**src/rtl/mem_ctrl_param.sv**
```systemverilog
// Byte-addressable data memory with a req/ack handshake, programmable wait states,
// byte/word access with sign- or zero-extended byte loads and error flagging.
module mem_ctrl_param #(
   parameter int DATA_W      = 16,
   parameter int ADDR_W      = 16,
   parameter int DEPTH       = 64,
   parameter int WAIT_STATES = 0,
   parameter int BYTE_SIGNED = 1
) (
   input  logic              clk,
   input  logic              reset,
   input  logic              req,
   input  logic              we,
   input  logic              size,
   input  logic [ADDR_W-1:0] addr,
   input  logic [DATA_W-1:0] wdata,
   output logic [DATA_W-1:0] rdata,
   output logic              ack,
   output logic              busy,
   output logic              err
);
   localparam int LANES     = DATA_W / 8;
   localparam int LANE_BITS = $clog2(LANES);
   localparam int IDX_W     = (DEPTH > 1) ? $clog2(DEPTH) : 1;
   localparam int CNT_W     = 4;
   localparam logic [DATA_W-1:0] INIT_WORD0 = DATA_W'(16'h02F0);

   typedef enum logic [1:0] {IDLE, WAIT, RESP} state_t;
   state_t state_reg, state_next;

   logic [CNT_W-1:0]  cnt_reg;
   logic              we_reg;
   logic              size_reg;
   logic [ADDR_W-1:0] addr_reg;
   logic [DATA_W-1:0] wdata_reg;
   logic [DATA_W-1:0] rdata_reg;
   logic              ack_reg;
   logic              err_reg;
   logic              busy_reg;
   logic [DATA_W-1:0] mem_word_reg;

   logic [DATA_W-1:0] mem [DEPTH] = '{0: INIT_WORD0, default: '0};

   logic [ADDR_W-1:0]    word_idx;
   logic [LANE_BITS-1:0] lane;
   logic [IDX_W-1:0]     mem_idx;
   logic [IDX_W-1:0]     in_idx;
   logic                 accept;
   logic                 misaligned;
   logic                 out_of_range;
   logic                 access_fire;
   logic                 access_err;
   logic                 wr_fire;
   logic [7:0]           lane_byte  [LANES];
   logic [7:0]           lane_wdata [LANES];
   logic [LANES-1:0]     lane_we;
   logic [7:0]           byte_sel;
   logic                 sign_bit;
   logic [DATA_W-1:0]    load_value;

   assign accept       = (state_reg == IDLE) && req;
   assign word_idx     = addr_reg >> LANE_BITS;
   assign lane         = addr_reg[LANE_BITS-1:0];
   assign mem_idx      = word_idx[IDX_W-1:0];
   assign in_idx       = IDX_W'(addr >> LANE_BITS);
   assign out_of_range = {1'b0, word_idx} >= (ADDR_W+1)'(DEPTH);
   assign misaligned   = size_reg && (lane != '0);
   assign access_fire  = (state_reg == WAIT) && (cnt_reg == '0);
   assign access_err   = misaligned || out_of_range;
   assign wr_fire      = access_fire && we_reg && !access_err;

   // Per-lane byte views of the fetched word and per-lane write enables.
   genvar gi;
   generate
      for (gi = 0; gi < LANES; gi++) begin : g_lane
         assign lane_byte[gi]  = mem_word_reg[8*gi +: 8];
         assign lane_we[gi]    = wr_fire && (size_reg || (lane == LANE_BITS'(gi)));
         assign lane_wdata[gi] = size_reg ? wdata_reg[8*gi +: 8] : wdata_reg[7:0];
      end
   endgenerate

   assign byte_sel   = lane_byte[lane];
   assign sign_bit   = (BYTE_SIGNED != 0) && byte_sel[7];
   assign load_value = size_reg ? mem_word_reg : {{(DATA_W-8){sign_bit}}, byte_sel};

   // Word is fetched at acceptance; no write can intervene before the access edge.
   always_ff @(posedge clk) begin
      if (accept) begin
         mem_word_reg <= mem[in_idx];
      end
      for (int k = 0; k < LANES; k++) begin
         if (lane_we[k]) begin
            mem[mem_idx][8*k +: 8] <= lane_wdata[k];
         end
      end
   end

   always_ff @(posedge clk or posedge reset) begin
      if (reset) begin
         state_reg <= IDLE;
      end else begin
         state_reg <= state_next;
      end
   end

   always_comb begin
      state_next = state_reg;
      case (state_reg)
         IDLE:    if (req) state_next = WAIT;
         WAIT:    if (cnt_reg == '0) state_next = RESP;
         RESP:    state_next = IDLE;
         default: state_next = IDLE;
      endcase
   end

   always_ff @(posedge clk or posedge reset) begin
      if (reset) begin
         cnt_reg   <= '0;
         we_reg    <= 1'b0;
         size_reg  <= 1'b0;
         addr_reg  <= '0;
         wdata_reg <= '0;
         rdata_reg <= '0;
         ack_reg   <= 1'b0;
         err_reg   <= 1'b0;
         busy_reg  <= 1'b0;
      end else begin
         case (state_reg)
            IDLE: begin
               if (req) begin
                  we_reg    <= we;
                  size_reg  <= size;
                  addr_reg  <= addr;
                  wdata_reg <= wdata;
                  cnt_reg   <= CNT_W'(WAIT_STATES);
                  busy_reg  <= 1'b1;
               end
            end
            WAIT: begin
               if (cnt_reg != '0) begin
                  cnt_reg <= cnt_reg - 1'b1;
               end else begin
                  ack_reg <= 1'b1;
                  err_reg <= access_err;
                  if (!access_err && !we_reg) begin
                     rdata_reg <= load_value;
                  end
               end
            end
            RESP: begin
               ack_reg  <= 1'b0;
               err_reg  <= 1'b0;
               busy_reg <= 1'b0;
            end
            default: begin
               ack_reg  <= 1'b0;
               err_reg  <= 1'b0;
               busy_reg <= 1'b0;
            end
         endcase
      end
   end

   assign rdata = rdata_reg;
   assign ack   = ack_reg;
   assign err   = err_reg;
   assign busy  = busy_reg;

endmodule

```
**config.mk**
```make
export PLATFORM = sky130hd
export DESIGN_NAME = mem_ctrl_param
export DESIGN_NICKNAME = d
export VERILOG_FILES = /design/src/rtl/mem_ctrl_param.sv
export SDC_FILE = /design/constraint.sdc
export NUM_CORES = 1
export LEC_CHECK = 0
export CELL_PAD_IN_SITES_DETAIL_PLACEMENT = 1
export CELL_PAD_IN_SITES_GLOBAL_PLACEMENT = 2
export CORE_UTILIZATION = 35
export DETAILED_ROUTE_END_ITERATION = 7
export PLACE_DENSITY = 0.59
export SLEW_MARGIN = 20
export SYNTH_ARGS = -nofsm -noshare
export SYNTH_HDL_FRONTEND = slang
export SYNTH_SLANG_ARGS = --single-unit
```
**constraint.sdc**
```tcl
create_clock -name clk -period 3.6 [get_ports clk]
set_clock_uncertainty 0.2 [all_clocks]
set_input_delay 0.72 -clock clk [delete_from_list [all_inputs] [get_ports clk]]
set_output_delay 0.72 -clock clk [all_outputs]
set_load 0.01 [all_outputs]
```
==> results.md, run 1 <==
* Leakage power at 16.72 nW
* Max Cap Viol at 0
* Post-placement cell count at 3,916
* DR vias/cell at 5.179
* CTS tree: yes
* Fin crit share at 95.52%
* Simple-Gate Fraction of Synth Area at 3.053%
* DRT antenna net count at 0
* Slew Limit Fails at 0
* Slew @ Worst Pin at 0.9085 ns
* CTS root buf: clkbuf_16
* Initial antenna violation count at 2
* Post-CTS Hold Buffers at 0
* Sink Count at 1,099
* CTS resizes at 0
* Sequential cell area at 0.03272 sq mm
* Port Buf Inserts at 55
* Fill count at 11,540
* # diodes at 0
* Clock period minus final worst setup slack at 3.439 ns
* Post-synthesis mux area share at 16.29%
* Post-DP HPWL at 74,510 microns
* Total track usage at 18.54%
* Area occupied by multi-input gates at 0.009522 sq mm
* Rel. slew slack at 39.43%
* Arrival time at the worst endpoint at 3.64 ns
* Crit path launch type: flip-flop
* Clk Latency, worst-skew pair at 0.70 ns
* Core Region at 0.1217 sq mm
* Xor/xnor share of the synthesized area at 0.04083%
* Power Density at 677.8 mW/mm^2
* CTS H-Tree Depth at 3
* Sequential cell area fraction in the yosys report at 76.23%
* Syn-to-layout area delta at 18.38%
* Worst IR Drop VDD at 0.0008148 V
* Post-DP Area at 0.04694 sq mm
* Maximum buffer depth of the clock tree at 3
* Die height at 352.1 microns
* Final worst slack at 0.1613 ns
* Top reg by flops: mem
* Crit-path max cell delay at 0.45 ns
* Largest register FFs at 1,024
* Post-Syn Area at 0.04290 sq mm
* CTS clk-pin slew, worst paths at 0.06 ns
* Final #Nets at 2,446
* Worst R2R Setup Slack at 0.16 ns
* Endpoints failing hold at 0
* Routed length per instance at 27.75 microns
* Die W at 352.1 microns
* Mean cell area of the mapped netlist at 20.38 sq um
* Critical path required time at 3.80 ns
* FMAX at 290.8 MHz
* Die Area at 0.1240 sq mm
* Warnings from Yosys at 0
* Place WS at 0.2264 ns
* Syn Nets at 2,144
* Non-filler cells, final at 4,127
* CP endpoint kind: flip-flop
* Design Area, Final at 0.05079 sq mm
* Post-synth top flop: edfxtp_1
* Post-synth EDFFs at 1,040
* CP max FO at 8
* Final Wtd Congestion at 0.7791
* Number of I/O pins at 56
* Drt pass-1 iters at 5
* Post-CTS setup buffers at 0
* Initial DRC count at 1,736
* RSZ-0062 raised after global routing: no
* Synth cell types at 46
* Global-route wire length before repair at 167,100 microns
* Largest family of logic cells by synthesized area: multiplexers
* Crit path kind: flip-flop to flip-flop
* Final setup violation count at 0
* Number of synthesized register bits at 1,099
* Drt drc at 0
* Ys async rst share at 5.369%
* Share of cells above drive strength 1 at 30.78%
* Setup TNS Final at 0 ns
* Vias at 21,380
* Pin count of the biggest net entering global routing at 66
* Worst hold path class: input pin to asynchronous set/reset pin
* GR Overflow Total at 0
* Syn Inst Count at 2,105
* Initial Util at 35.25%
* CTS Buf Count at 114
* Status: completed
* Hold slack at 0.2390 ns
* Post-Route WL at 114,500 microns
* CP max-delay cell: nand3_1
* CP Cell Sequence: inv_1 -> ha_1 -> nor3b_1 -> nand3_1 -> nor4_1 -> buf_4 -> nand3_1 -> nor2_1 -> buf_4
* Post-Synth Adder-Cell Area at 0.05832%
* Std cell rows at 128
* Vias in the first global route at 23,220
* Compound-gate portion of the synthesized area at 2.732%
## final cells by class
cell class | count | area share, %
flip-flops and latches | 1099 | 64.41
clock inverters | 87 | 1.852
inverters | 6 | 0.04434
multi-input cells | 882 | 18.75
well taps | 1625 | 4.003
clock buffers | 124 | 5.732
repair buffers | 304 | 5.208
## routing by layer
metal | share of wire, % | vias up | track usage (%)
met5 | 0.0096 | - | 0
li1 | - | 9239 | -
met2 | 50 | 500 | 31.21
met1 | 44 | 11490 | 25.05
met3 | 4.8 | 143 | 2.758
met4 | 2.1 | 2 | 5.096
## metrics by stage
stage,util [%],power (mW)
after floorplan,-,19.65
after global placement,38.56,22.52
after detailed placement,38.56,22.78
after CTS,41.73,34.94
after global routing,41.73,35.59
final,41.73,34.43
## path summary, 6_finish.rpt
path,from,depth (start not counted),end
setup / recovery,cnt_reg[0],9,mem[62][9]
hold / removal,reset,2,state_reg[1]
setup reg to reg,cnt_reg[0],9,mem[62][9]
hold reg to reg,rdata[2],2,rdata[2]
max in group asynchronous,reset,3,addr_reg[5]
min in group clk,rdata[2],2,rdata[2]
## power breakdown
part / leakage (nW) / switching [mW] / internal, mW / total (mW)
sequential: 10.1 / 0.280 / 16.6 / 16.9
clock: 1.90 / 5.02 / 7.14 / 12.2
combinational: 4.74 / 4.13 / 1.22 / 5.36
## cell usage after synthesis, types with 13 or more instances
cell type | n | area share (%)
edfxtp_1 | 1040 | 73
mux4_2 | 216 | 11
nor2_1 | 145 | 1.3
mux2i_1 | 120 | 2.8
nand2_1 | 83 | 0.73
mux2_2 | 82 | 2.2
dfrtp_1 | 59 | 3.4
a22oi_1 | 56 | 0.98
clkbuf_1 | 40 | 0.35
buf_2 | 37 | 0.43
nand3_1 | 21 | 0.24
buf_4 | 20 | 0.35
o22ai_1 | 16 | 0.23
buf_6 | 13 | 0.34
nor2b_1 | 13 | 0.19
## worst max-delay path: cells and delay by family (launching register included)
family	cells	cell delay [ns]
fa+ha+maj	1	0.19
buf+inv	3	0.54
simple gates	5	1.82
flops	1	0.38
## cells in the final DEF (no fill, tap or decap), types with 13 or more instances in the layout
cell / instances
bufinv_16: 18
mux2_2: 82
o22ai_1: 16
clkinv_2: 33
edfxtp_1: 1040
nand3_1: 21
a22oi_1: 56
clkdlybuf4s50_1: 51
nor2b_1: 13
nand2_1: 82
clkinv_1: 18
nor2_1: 145
dfrtp_1: 51
buf_12: 17
mux4_2: 216
mux2i_1: 120
clkbuf_16: 115
buf_4: 233
## cell families after synthesis
logic type | count (synthesis)
xor+xnor | 2
compound gates | 158
buf+inv | 124
flops | 1099
simple gates | 302
fa+ha+maj | 2
mux | 418
No activity file was read; power rests on OpenSTA's default activity.
==> run 2, diff against run 1 <==
CTS_CLUSTER_SIZE = 25   (was not set)
==> results of run 2 <==
The final DEF is identical to that of run 1; final timing and power are the same.
